**src/rtl/mult_share_arbiter.sv**
```systemverilog
// Round-robin sharing of one iterative 32x32 multiplier among NUM_REQ requesters.
// Optional watchdog (resp_err, WDOG_CYCLES) is compiled in with `define MULT_ARB_WATCHDOG_EN.
module mult_share_arbiter #(
  parameter int NUM_REQ = 4,
  parameter int ID_W    = (NUM_REQ > 1) ? $clog2(NUM_REQ) : 1
`ifdef MULT_ARB_WATCHDOG_EN
  ,
  parameter int WDOG_CYCLES = 64
`endif
) (
  input  logic                    clk,
  input  logic                    reset,
  input  logic [NUM_REQ-1:0]      req_valid,
  input  logic [NUM_REQ*32-1:0]   req_a,
  input  logic [NUM_REQ*32-1:0]   req_b,
  output logic [NUM_REQ-1:0]      req_ready,
  output logic                    resp_valid,
  input  logic                    resp_ready,
  output logic [ID_W-1:0]         resp_id,
  output logic [63:0]             resp_product,
  output logic                    resp_err,
  output logic                    mult_start,
  output logic [31:0]             mult_a,
  output logic [31:0]             mult_b,
  input  logic                    mult_busy,
  input  logic [63:0]             mult_product
);

  localparam int unsigned LP_N = NUM_REQ;

  typedef enum logic [2:0] {
    S_IDLE,
    S_START,
    S_WAIT_BUSY,
    S_RUN,
    S_RESP
  } state_t;

  state_t              r_state;
  state_t              w_state_nxt;
  logic [ID_W-1:0]     r_ptr;
  logic [ID_W-1:0]     r_id;
  logic [ID_W-1:0]     w_gnt_idx;
  logic                w_found;
  logic [NUM_REQ-1:0]  w_onehot;
  logic                w_accept;
  logic                w_grant_ok;
  logic                w_timeout;
  logic [31:0]         r_mult_a;
  logic [31:0]         r_mult_b;
  logic [ID_W-1:0]     r_resp_id;
  logic [63:0]         r_resp_product;

  assign mult_a       = r_mult_a;
  assign mult_b       = r_mult_b;
  assign resp_id      = r_resp_id;
  assign resp_product = r_resp_product;
  assign w_accept     = |req_ready;

`ifdef MULT_ARB_WATCHDOG_EN
  localparam int unsigned LP_WD_W = $clog2(WDOG_CYCLES + 1);

  logic [LP_WD_W-1:0] r_wdog;
  logic               r_resp_err;

  assign w_timeout  = (r_wdog >= LP_WD_W'(WDOG_CYCLES - 1));
  // A timed-out multiplier may still be busy; never start it again until it idles.
  assign w_grant_ok = ~mult_busy;
  assign resp_err   = r_resp_err;

  always_ff @(posedge clk) begin
    if (reset) begin
      r_wdog <= '0;
    end else if (r_state == S_WAIT_BUSY || r_state == S_RUN) begin
      r_wdog <= r_wdog + 1'b1;
    end else begin
      r_wdog <= '0;
    end
  end
`else
  assign w_timeout  = 1'b0;
  assign w_grant_ok = 1'b1;
  assign resp_err   = 1'b0;
`endif

  // First asserted req_valid searching upward from the pointer, with wrap.
  always_comb begin
    int unsigned v_sum;
    w_found   = 1'b0;
    w_gnt_idx = '0;
    for (int unsigned k = 0; k < LP_N; k++) begin
      v_sum = 32'(r_ptr) + k;
      if (v_sum >= LP_N) v_sum = v_sum - LP_N;
      if (!w_found && req_valid[ID_W'(v_sum)]) begin
        w_found   = 1'b1;
        w_gnt_idx = ID_W'(v_sum);
      end
    end
    w_onehot = w_found ? (NUM_REQ'(1) << w_gnt_idx) : '0;
  end

  always_ff @(posedge clk) begin
    if (reset) r_state <= S_IDLE;
    else       r_state <= w_state_nxt;
  end

  always_comb begin
    w_state_nxt = r_state;
    case (r_state)
      S_IDLE:      if (w_accept) w_state_nxt = S_START;
      S_START:     w_state_nxt = S_WAIT_BUSY;
      S_WAIT_BUSY: begin
        if (w_timeout)      w_state_nxt = S_RESP;
        else if (mult_busy) w_state_nxt = S_RUN;
      end
      S_RUN:       if (!mult_busy || w_timeout) w_state_nxt = S_RESP;
      S_RESP:      if (resp_ready) w_state_nxt = S_IDLE;
      default:     w_state_nxt = S_IDLE;
    endcase
  end

  always_comb begin
    req_ready  = '0;
    mult_start = 1'b0;
    resp_valid = 1'b0;
    case (r_state)
      S_IDLE:  if (!reset && w_grant_ok) req_ready = w_onehot;
      S_START: mult_start = 1'b1;
      S_RESP:  resp_valid = 1'b1;
      default: ;
    endcase
  end

  always_ff @(posedge clk) begin
    if (reset) begin
      r_ptr          <= '0;
      r_id           <= '0;
      r_mult_a       <= '0;
      r_mult_b       <= '0;
      r_resp_id      <= '0;
      r_resp_product <= '0;
`ifdef MULT_ARB_WATCHDOG_EN
      r_resp_err     <= 1'b0;
`endif
    end else begin
      case (r_state)
        S_IDLE: begin
          if (w_accept) begin
            r_mult_a <= req_a[{w_gnt_idx, 5'd0} +: 32];
            r_mult_b <= req_b[{w_gnt_idx, 5'd0} +: 32];
            r_id     <= w_gnt_idx;
            r_ptr    <= (w_gnt_idx == ID_W'(LP_N - 1)) ? '0 : w_gnt_idx + 1'b1;
          end
        end
        S_WAIT_BUSY: begin
          if (w_timeout) begin
            r_resp_product <= '0;
            r_resp_id      <= r_id;
`ifdef MULT_ARB_WATCHDOG_EN
            r_resp_err     <= 1'b1;
`endif
          end
        end
        S_RUN: begin
          if (!mult_busy) begin
            r_resp_product <= mult_product;
            r_resp_id      <= r_id;
`ifdef MULT_ARB_WATCHDOG_EN
            r_resp_err     <= 1'b0;
`endif
          end else if (w_timeout) begin
            r_resp_product <= '0;
            r_resp_id      <= r_id;
`ifdef MULT_ARB_WATCHDOG_EN
            r_resp_err     <= 1'b1;
`endif
          end
        end
        default: ;
      endcase
    end
  end

endmodule
```
**config.mk**
```make
export PLATFORM = sky130hd
export DESIGN_NAME = mult_share_arbiter
export DESIGN_NICKNAME = d
export VERILOG_FILES = /design/src/rtl/mult_share_arbiter.sv
export SDC_FILE = /design/constraint.sdc
export NUM_CORES = 1
export LEC_CHECK = 0
export BUFFER_PORTS_ARGS = -buffer_cell sky130_fd_sc_hd__clkbuf_2
export CAP_MARGIN = 20
export CELL_PAD_IN_SITES_DETAIL_PLACEMENT = 2
export CELL_PAD_IN_SITES_GLOBAL_PLACEMENT = 2
export CORE_MARGIN = 4
export CORE_UTILIZATION = 22
export CTS_CLUSTER_SIZE = 10
export DETAILED_ROUTE_END_ITERATION = 8
export GPL_ROUTABILITY_DRIVEN = 1
export PLACE_DENSITY = 0.88
export SYNTH_ARGS = -nofsm -noshare
export SYNTH_HDL_FRONTEND = slang
export SYNTH_SLANG_ARGS = --single-unit
```
**constraint.sdc**
```tcl
create_clock -name clk -period 5.2 [get_ports clk]
set_clock_uncertainty 0.2 [all_clocks]
set_input_delay 1.3 -clock clk [delete_from_list [all_inputs] [get_ports clk]]
set_output_delay 1.3 -clock clk [all_outputs]
set_load 0.01 [all_outputs]
```
# Word-level counts from Yosys, hierarchy flattened

Cells that the tools add are included.

Logic and storage cells: 78
Register bits after elaboration: 137
Output and inout bits: 137

Bitwise operators: 1
Eq/ne operators: 9
Shift operators: 3
$lt $le $gt $ge: 8
Reductions and logical operators: 11
Mux-type cells: 31
Add/subtract/negate cells: 8

Operator list:

| cell                                                | number |
|---|---|
| variable part select 128 x 8 -> 32 bit              | 2 |
| two-way mux 2 bit                                   | 9 |
| one-hot mux 3 bit (5 select lines)                  | 1 |
| < comparator 2 x 3 -> 1 bit, second input constant  | 4 |
| two-way mux 3 bit                                   | 4 |
| two-way mux 4 bit                                   | 3 |
| two-way mux 1 bit                                   | 10 |
| >= comparator 3 bit, second input constant          | 3 |
| binary-select mux 1 bit (select 2 bit)              | 4 |
| inequality test 2 bit, second input constant        | 4 |
| subtractor 2 x 1 -> 2 bit, second input constant    | 4 |
| adder 2 x 2 -> 3 bit, second input constant         | 2 |
| equality test 3 x 2 -> 1 bit, second input constant | 2 |
| AND reduction 2 bit                                 | 2 |
| AND reduction 4 bit                                 | 1 |
| OR reduction 4 bit                                  | 1 |
| left shift 1 x 2 -> 4 bit, first input constant     | 1 |
| adder 2 x 1 -> 3 bit, second input constant         | 1 |
| equality test 3 x 1 -> 1 bit, second input constant | 1 |
| equality test 3 bit, second input constant          | 1 |
| >= comparator 2 x 3 -> 1 bit, second input constant | 1 |
| logical AND 1 bit                                   | 3 |
| zero test 1 bit                                     | 3 |
| zero test 3 bit                                     | 1 |
| 3 further kinds                                     | 3 |

# Logic depth before layout (Yosys ltp)

Depth in word-level cells: 21
Gate-level depth with buffers: 12
Gate-level depth less buffers: 9

# Worst setup path after synthesis

No wires, ideal clock.

Kind: in2out
Start: input req_valid[3]
End: output req_ready[3]
Setup slack: 1.256 ns
Stages: 7
Path buffers: 1
Arrival: 2.444 ns
Data required time: 3.700 ns
Cells stage by stage: nand2b_1 -> a21boi_1 -> or3_1 -> inv_2 -> buf_2 -> ha_1 -> and2_1

Cells in the longest elaborated chain, start to end: 16
Elaborated cells between the ends (all ways): 26

Ends and longest elaborated chain:

| what                                    | RTL line | RTL |
|---|---|---|
| start, declared                         | 13       | `input logic [NUM_REQ-1:0] req_valid,` |
| binary-select mux 1 bit (select 2 bit)  | 94       | `if (!w_found && req_valid[ID_W'(v_sum)]) begin` |
| two-way mux 1 bit (not written as such) | 94       |  |
| two-way mux 1 bit                       | 94       |  |
| zero test 1 bit                         | 94       |  |
| logical AND 1 bit                       | 94       |  |
| two-way mux 1 bit                       | 94       |  |
| zero test 1 bit                         | 94       |  |
| logical AND 1 bit                       | 94       |  |
| two-way mux 1 bit                       | 94       |  |
| zero test 1 bit                         | 94       |  |
| logical AND 1 bit                       | 94       |  |
| two-way mux 2 bit                       | 94       |  |
| left shift 1 x 2 -> 4 bit               | 99       | `w_onehot = w_found ? (NUM_REQ'(1) << w_gnt_idx) : '0;` |
| two-way mux 4 bit *                     | 99       |  |
| two-way mux 4 bit *                     | 127      | `S_IDLE: if (!reset && w_grant_ok) req_ready = w_onehot;` |
| two-way mux 4 bit *                     | 126      | `case (r_state)` |
| end, declared                           | 16       | `output logic [NUM_REQ-1:0] req_ready,` |

Mark *: on every way between the ends. The rest lies on a longest branch, timed or not. The select of a mux whose other input is x is not followed.

# Worst setup path after layout

Start: input req_valid[0]
End: output req_ready[3]

Same word-level chain as after synthesis.

==> flow_summary_export.csv <==
group,metric,value,unit
timing,tns,0,ps
finish,drive_gt1_share,41.0,%
die,fp-row-count,63,
die,io_pins,465,
yosys,ys_seq_area_share,41.6,%
timing,final-hold-violation-count,0,
timing,slew_headroom,37.9,%
clock_tree,cts_root_buf,"clkbuf_16",
yosys,synth_cells,852,
detailed_routing,drtIter0Drc,278,
timing,tightest_slew,932,ps
yosys,synth_top_area_cell,"dfxtp_1",
global_route,first_global_vias,8894,
placed_design,place_inst,1643,
yosys,syn-cell-area,6590,µm²
power,ir_worst_vdd,0.000195,V
worst_setup_path,end_kind,"primary output",
die,die_w,181,µm
finish,seq_area,2740,µm²
die,initial_core_util,22.3,%
clock_tree,postCtsSetupBuffers,0,
finish,layout_commonest_cell,"clkbuf_2",
clock_tree,cts_hold_buf,0,
global_route,grt_max_degree,81,
detailed_routing,firstDrtPassIters,6,
yosys,synth_area_leaders,"dfxtp_1 42%, nand2_1 17%, a21oi_1 5.6%",
detailed_routing,vias,8052,
placed_design,portBuffers,463,
timing,rsz0062_at_grt,"no",
global_route,antenna_found_initial,1,
timing,drv_slew,0,
timing,fin_crit,4390,ps
clock_tree,cts-htree-levels,4,
detailed_routing,drt-total-wl,33.5,mm
status,status,"complete, no violations",
yosys,yosys_warnings,0,
job,cap_viol_max_count,0,
timing,min_period_over_period,84.5,%
clock_tree,ctsResizeCount,0,
clock_tree,cts_buffers,17,
worst_setup_path,critPathRequiredTime,3700,ps
yosys,syn-num-nets,1181,
finish,nFillCells,3595,
die,die_area,32800,µm²
detailed_routing,wire_per_inst,20.0,µm
worst_setup_path,critPathArrivalTime,2890,ps
power,powerDensity,334,nW/µm²
finish,finalNetCount,1601,
die,fp.coreArea,29600,µm²
clock_tree,clock-sinks,137,
finish,multi_input_area,3530,µm²
die,die_h,181,µm
detailed_routing,postRouteAntennaNets,0,
finish,mostFrequentLayoutCells,"462 x clkbuf_2, 301 x nand2_1, 137 x dfxtp_1",
yosys,synth.top_cell.area_share,41.6,%
global_route,grt_pass1_wl,51.5,mm
clock_tree,cts_buffer_depth,2,
clock_tree,insertion_delay,410,ps
detailed_routing,viasPerCell,4.81,
worst_setup_path,startpoint_type,"input port",
detailed_routing,drc,0,
yosys,ys_seq_elements,137,
power,p_leak,0.00448,µW
clock_tree,clkSlewWorstSetupHoldPaths,70,ps
clock_tree,cts_tree,"done",
yosys,synth.distinct_cells,40,
timing,clock.fmax,0.228,GHz
finish,fin_cells,1675,
yosys,synth.avg_cell_area,7.73,µm²
placed_design,hpwl,25.8,mm
hold_path,hp-class,"flip-flop to flip-flop",
timing,finalSetupViolCount,0,
global_route,gr-total-overflow,0,
finish,syn_to_final_growth,48.5,%
placed_design,place_congestion,0.820,
global_route,track_usage,19.7,%
worst_setup_path,crit_fanout,7,
finish,num_antenna_cells,0,
worst_setup_path,crit_type,"input port to primary output",
==> final timing paths <==
path                                 start  cells after the start  slack [ps]                             to
max                           req_valid[0]                      8         810                   req_ready[3]
min          resp_product[52]$_SDFFE_PP0P_                      2         260  resp_product[52]$_SDFFE_PP0P_
max reg2reg          r_ptr[0]$_SDFFE_PP0P_                     10        1790         mult_a[8]$_SDFFE_PP0P_
min reg2reg  resp_product[52]$_SDFFE_PP0P_                      2         260  resp_product[52]$_SDFFE_PP0P_
==> report_power, final <==
group	switching (µW)	internal (µW)	total [µW]
clock network	582	643	1220
logic	518	340	858
registers	51.2	1130	1180
total	1150	2110	3270
==> area by class of cell <==
class	instances	share of cell area (%)
clock inverters	15	1.55
well taps	390	4.99
inverters	2	0.0767
clock buffers	17	4.35
flip-flops and latches	137	28.0
repair buffers	477	24.9
multi-input cells	637	36.1
==> synthesized netlist by cell type <==
cell type and count:
nor3_1 1, a211o_1 1, ha_1 1, or3_1 1
nor4b_4 1, o32ai_2 1, nor2b_1 3, a2111o_1 1
clkbuf_1 47, o22ai_1 1, nand3_1 1, nor3b_1 2
mux2_1 25, a31oi_1 34, and2_1 4, a2111oi_0 1
mux2_2 6, a21oi_1 74, nand2b_1 5, buf_4 6
and3_1 1, a22o_1 33, nor4_1 1, a211oi_1 31
o21a_1 1, nand2_1 301, o21ai_2 1, or2_2 1
buf_2 16, a21o_1 33, a221oi_1 31, nor2_1 36
conb_1 1, o21ai_0 1, dfxtp_1 137, buf_6 2
a21boi_1 1, inv_2 2, o211a_1 1, buf_1 5
==> sequential cells by signal (all words and copies together) (netlist names) <==
name	count
resp_product	64
mult_a	32
mult_b	32
r_state	3
r_id	2
r_ptr	2
resp_id	2
==> worst max-delay path, cell delays in order <==
cell	delay [ps]
clkbuf_2	150
nand2b_1	210
a21oi_1	160
or3_2	460
inv_2	80
ha_1	180
and2_1	160
clkbuf_2	190
==> metal layers <==
layer  global-route usage (%)  vias up  wire (µm)
met5                        0        -         17
met4                     6.42        2        931
met3                     5.19       48       2120
met2                     35.3      300      16900
met1                     22.9     3905      13500
li1                         -     3797          -
==> through the flow <==
| step | area [µm²] | total power [µW] | setup WS, ps | hold WS [ps] | utilization (%) |
|---|---|---|---|---|---|
| global placement | 9210 | 2040 | 892 | 241 | 31.1 |
| floorplan | 6590 | 1680 | 1260 | 232 | - |
| global route | 9780 | 3460 | 717 | 277 | 33.1 |
| detailed placement | 9210 | 2080 | 847 | 250 | 31.1 |
| CTS | 9780 | 3330 | 793 | 261 | 33.1 |
| finish | 9780 | 3270 | 808 | 257 | 33.1 |
==> cell families (layout without fill, tap and decap cells) <==
logic type      after synthesis  count (layout)  share of synthesized area (%)
simple gates                358             358                           21.5
buf+inv                      78             511                           5.32
fa+ha+maj                     1               1                          0.190
flops                       137             137                           41.6
mux                          31              31                           5.30
compound gates              246             246                           26.0
other cells                   1               1                         0.0569
Note: power is estimated with default switching activity, not from simulation.
